==> config.mk <==
export PLATFORM = sky130hd
export DESIGN_NAME = load_store_unit
export DESIGN_NICKNAME = d
export VERILOG_FILES = /design/src/rtl/load_store_unit.sv
export SDC_FILE = /design/constraint.sdc
export NUM_CORES = 1
export LEC_CHECK = 0
export ABC_AREA = 1
export CELL_PAD_IN_SITES_DETAIL_PLACEMENT = 1
export CELL_PAD_IN_SITES_GLOBAL_PLACEMENT = 1
export CORE_MARGIN = 1.5
export CORE_UTILIZATION = 37
export CTS_CLUSTER_DIAMETER = 30
export CTS_CLUSTER_SIZE = 20
export DETAILED_ROUTE_END_ITERATION = 12
export GPL_ROUTABILITY_DRIVEN = 1
export GPL_TIMING_DRIVEN = 0
export PLACE_DENSITY_LB_ADDON = 0.1
export SLEW_MARGIN = 20
export SYNTH_ARGS = -nofsm -noshare
export SYNTH_HDL_FRONTEND = slang
export SYNTH_SLANG_ARGS = --single-unit
==> constraint.sdc <==
create_clock -name clk -period 3.3 [get_ports clk]
set_clock_uncertainty 0.2 [all_clocks]
set_input_delay 0.825 -clock clk [delete_from_list [all_inputs] [get_ports clk]]
set_output_delay 0.825 -clock clk [all_outputs]
set_load 0.05 [all_outputs]
==> src/rtl/load_store_unit.sv <==
// Load/store unit: turns RV32I load/store requests into word-aligned data_memory accesses.
// Define LSU_MISALIGN_TRAP_EN to report misaligned H/W accesses as errors instead of splitting them.
module load_store_unit #(
  parameter int unsigned ADDR_WIDTH = 32,
  parameter bit          WORD_ADDR  = 1'b1
) (
  input  logic                  clk,
  input  logic                  rst,
  input  logic                  req_valid,
  output logic                  req_ready,
  input  logic                  req_we,
  input  logic [2:0]            req_funct3,
  input  logic [ADDR_WIDTH-1:0] req_addr,
  input  logic [31:0]           req_wdata,
  output logic                  rsp_valid,
  output logic [31:0]           rsp_rdata,
  output logic                  rsp_err,
  output logic [ADDR_WIDTH-1:0] mem_addr,
  output logic [3:0]            mem_we,
  output logic [31:0]           mem_wdata,
  input  logic [31:0]           mem_rdata
);

  typedef enum logic [1:0] {StIdle, StAcc0, StAcc1, StResp} state_e;

  state_e                  state_q, state_d;
  logic                    we_q, we_d;
  logic [2:0]              f3_q, f3_d;
  logic [ADDR_WIDTH-1:0]   addr_q, addr_d;
  logic [31:0]             wdata_q, wdata_d;
  logic [31:0]             rd0_q, rd0_d;
  logic [31:0]             rd1_q, rd1_d;
  logic                    err_q, err_d;

  // Byte-lane mask over the two-word window starting at the aligned word.
  function automatic logic [7:0] lane_mask(input logic [1:0] size, input logic [1:0] off);
    logic [7:0] base;
    case (size)
      2'b00:   base = 8'h01;
      2'b01:   base = 8'h03;
      default: base = 8'h0f;
    endcase
    return base << off;
  endfunction

  function automatic logic [31:0] lane_bits(input logic [3:0] m);
    return {{8{m[3]}}, {8{m[2]}}, {8{m[1]}}, {8{m[0]}}};
  endfunction

  function automatic logic [ADDR_WIDTH-1:0] to_mem_addr(input logic [ADDR_WIDTH-1:0] b);
    return WORD_ADDR ? (b >> 2) : b;
  endfunction

  logic req_illegal, req_trap;

  always_comb begin
    req_illegal = (req_funct3 == 3'b011) || (req_funct3[2:1] == 2'b11) ||
                  (req_we && req_funct3[2]);
  end

`ifdef LSU_MISALIGN_TRAP_EN
  logic [7:0] req_mask;
  always_comb begin
    req_mask = lane_mask(req_funct3[1:0], req_addr[1:0]);
    req_trap = |req_mask[7:4];
  end
`else
  assign req_trap = 1'b0;
`endif

  logic [7:0]            mask;
  logic                  split;
  logic [4:0]            sh_amt;
  logic [63:0]           d64;
  logic [31:0]           ld_raw, ld_ext;
  logic [ADDR_WIDTH-1:0] word0, word1;

  always_comb begin
    mask   = lane_mask(f3_q[1:0], addr_q[1:0]);
    split  = |mask[7:4];
    sh_amt = {addr_q[1:0], 3'b000};
    d64    = {32'h0, wdata_q} << sh_amt;
    // Bytes past the access size are truncated, so a stale rd1_q never leaks through.
    ld_raw = 32'({rd1_q, rd0_q} >> sh_amt);
    word0  = {addr_q[ADDR_WIDTH-1:2], 2'b00};
    word1  = word0 + ADDR_WIDTH'(4);
    case (f3_q)
      3'b000:  ld_ext = {{24{ld_raw[7]}}, ld_raw[7:0]};
      3'b001:  ld_ext = {{16{ld_raw[15]}}, ld_raw[15:0]};
      3'b100:  ld_ext = {24'h0, ld_raw[7:0]};
      3'b101:  ld_ext = {16'h0, ld_raw[15:0]};
      default: ld_ext = ld_raw;
    endcase
  end

  always_comb begin
    state_d   = state_q;
    we_d      = we_q;
    f3_d      = f3_q;
    addr_d    = addr_q;
    wdata_d   = wdata_q;
    rd0_d     = rd0_q;
    rd1_d     = rd1_q;
    err_d     = err_q;
    req_ready = 1'b0;
    rsp_valid = 1'b0;
    rsp_rdata = 32'h0;
    rsp_err   = 1'b0;
    mem_addr  = '0;
    mem_we    = 4'h0;
    mem_wdata = 32'h0;
    unique case (state_q)
      StIdle: begin
        req_ready = 1'b1;
        if (req_valid) begin
          we_d    = req_we;
          f3_d    = req_funct3;
          addr_d  = req_addr;
          wdata_d = req_wdata;
          err_d   = req_illegal || req_trap;
          state_d = (req_illegal || req_trap) ? StResp : StAcc0;
        end
      end
      StAcc0: begin
        mem_addr = to_mem_addr(word0);
        if (we_q) begin
          mem_we    = mask[3:0];
          mem_wdata = d64[31:0] & lane_bits(mask[3:0]);
        end
        rd0_d   = mem_rdata;
        state_d = split ? StAcc1 : StResp;
      end
      StAcc1: begin
        mem_addr = to_mem_addr(word1);
        if (we_q) begin
          mem_we    = mask[7:4];
          mem_wdata = d64[63:32] & lane_bits(mask[7:4]);
        end
        rd1_d   = mem_rdata;
        state_d = StResp;
      end
      StResp: begin
        rsp_valid = 1'b1;
        rsp_err   = err_q;
        rsp_rdata = (we_q || err_q) ? 32'h0 : ld_ext;
        state_d   = StIdle;
      end
      default: state_d = StIdle;
    endcase
  end

  always_ff @(posedge clk or negedge rst) begin
    if (!rst) begin
      state_q <= StIdle;
      we_q    <= 1'b0;
      f3_q    <= 3'b000;
      addr_q  <= '0;
      wdata_q <= 32'h0;
      rd0_q   <= 32'h0;
      rd1_q   <= 32'h0;
      err_q   <= 1'b0;
    end else begin
      state_q <= state_d;
      we_q    <= we_d;
      f3_q    <= f3_d;
      addr_q  <= addr_d;
      wdata_q <= wdata_d;
      rd0_q   <= rd0_d;
      rd1_q   <= rd1_d;
      err_q   <= err_d;
    end
  end

endmodule
==> run metrics <==
number of global-route vias before repair=9987; DP Cell Count=1720; FF-to-FF End=addr_q[30]; worst hold margin=0.0843 ns; number of distinct library cells after synthesis=32; R2R cell count=7; Root Buffer Master=clkbuf_16; max-cap violation count=0; Die ar.=22900 um^2; commonest non-fill, non-tap cell in the layout=nand2_1; Pre-antenna DRT Iters=5; fin util=53.8%; relative slew slack=48.9%; hold bufs inserted after CTS=0; period utilisation layout=102%; Mean Syn Cell Area=6.58 um^2; Post-Synthesis Cells=1235; WS Path Type=reg -> out; drt total wl=37.3 mm; design area=11700 um^2; Post-Syn Area=8130 um^2; FMAX=0.298 GHz; run status=finished, violations left; Reg2Reg Setup Slack=0.95 ns; Starting Density=37.5%; Worst-path clk slew=0.06 ns; Final nets=1588; core area=21700 um^2; pin count of the biggest net entering global routing=82; antenna violations before repair=2; WP data arrival=2.33 ns; H-tree levels=4; unrepaired setup endpoints after global routing=true; Longest Clk Path Bufs=2; Remaining DRCs=0; vias=9774; Worst-Margin Slew=0.766 ns; Pleak=5.37 nW; commonest cells after routing, fill and taps aside=nand2_1, o21ai_0, dfrtp_1; buffers added on ports=203; Yosys warnings=0; HPWL Detailed=25.6 mm; CTS Buf Count=17; final worst path period need=3.35 ns; global placer's final weighted congestion=0.908; CTS tree=done; Total Power=12.7 mW; Final Setup Violations=1; worst reg2reg startpoint=state_q[0]; # fillers=2784; # clock sinks=127; via/cell ratio=5.52; FF+latch area=3180 um^2; Post-DP Area=10600 um^2; #FFs+latches synth=127; worst hold path class=in -> async; remaining global-route overflow=0; critical path startpoint=addr_q[2]; max-slew violations=0; WP data required=2.27 ns; Clk Latency, worst-skew pair=0.44 ns; Multi-input gate area=4550 um^2; area growth from synthesis to layout=43.5%; power per cell area=1090 nW/um^2; CP endpoint=mem_addr[12]; Die X-Extent=151 um; fin cells=1772; CP Capture Type=primary output; Routed WL per cell=21.1 um; io pins=206; TNS Setup=-0.0540 ns; first-pass GRT wire length=54.9 mm; sequential area share after synthesis=39.1%; share of post-route cells with drive strength above 1=21.6%; crit-path max FO=4; Final WS setup=-0.0540 ns; pre-CTS WS=-0.633 ns; diode count=0; Worst Setup Start Kind=register; failing checks=setup timing; final-report hold violation count=0; row count=54; Worst VDD drop=0.000639 V; GRT Total Usage=32.3%; iteration-0 DRC count of the detailed router=626; Final ANT Viol Nets=0; Die H=151 um
[cells in the mapped netlist, drive strengths merged]
master    n  share of area [%]
conb      1              0.046
a211oi   31                3.1
and2      1               0.11
nand3    44                2.8
nor3     18                1.2
clkinv    2              0.092
nand4     4               0.31
dfrtp   127                 39
o211ai    9               0.83
inv     125                5.8
nand2   431                 20
o22ai     9               0.69
a21oi    87                5.4
ha        5               0.77
nor2    107                5.6
buf      32                2.2
o21ai   158                9.7
o21a      1              0.092
clkbuf   42                1.9
or2       1              0.077
[cells by family after synthesis]
logic type,share of synthesized area (%)
AO/OA/AOI/OAI,19.8
adder cells (fa/ha/maj),0.770
buffers and inverters,9.99
flip-flops,39.1
other,0.0461
AND/OR/NAND/NOR,30.3
[critical path, stage by stage (launching register included)]
cell	delay (ns)
dfrtp_1	0.40
ha_2	0.21
nand2_2	0.07
nor2_4	0.18
nand2_4	0.11
inv_2	0.10
nand3_1	0.10
inv_1	0.10
o21ai_0	0.12
a21oi_1	0.24
buf_4	0.25
[repair_timing]
item | CTS | global route
buffers inserted | 12 | 9
pin swaps | 12 | 28
gates cloned | 2 | 1
resized for setup | 588 | 208
endpoints found under the setup margin | 98 | 95
[state kept, by name, indices dropped and copies added (netlist names)]
signal	count
wdata_q	32
rd0_q	32
addr_q	32
err_q	1
we_q	1
state_q	2
rd1_q	24
f3_q	3
[power breakdown]
part / total [mW] / internal, mW / switching (mW)
logic: 7.77 / 2.26 / 5.51
registers: 2.97 / 2.32 / 0.650
clock network: 1.95 / 1.18 / 0.768
total: 12.7 / 5.76 / 6.93
[cell type report]
class,count,area share [%]
plain buffers,71,3.52
flip-flops and latches,127,27.3
well taps,280,3.00
clock buffers,20,3.75
clock inverters,11,1.22
multi-input cells,909,39.1
inverters,127,4.36
repair buffers,226,17.7
repair inverters,1,0.0644
[routing by layer]
layer	GRT usage [%]	wire, um	part of all wire [%]
met1	39.6	15100	40
met4	13.2	1270	3.4
met3	7.68	2760	7.4
met2	54.4	18100	49
met5	0	27	0.072
[worst min path at each step]
stage                     slack (ns)  cells after the start        end  startpoint
after global placement          0.29                      2   rd0_q[7]    rd0_q[7]
after floorplan                 0.24                      2   rd0_q[7]    rd0_q[7]
after detailed placement        0.29                      2   rd0_q[9]    rd0_q[9]
after CTS                       0.10                      1  rd1_q[19]         rst
after global routing            0.09                      1  rd1_q[19]         rst
final                           0.08                      1  rd1_q[19]         rst
No activity file was read; power rests on OpenSTA's default activity.
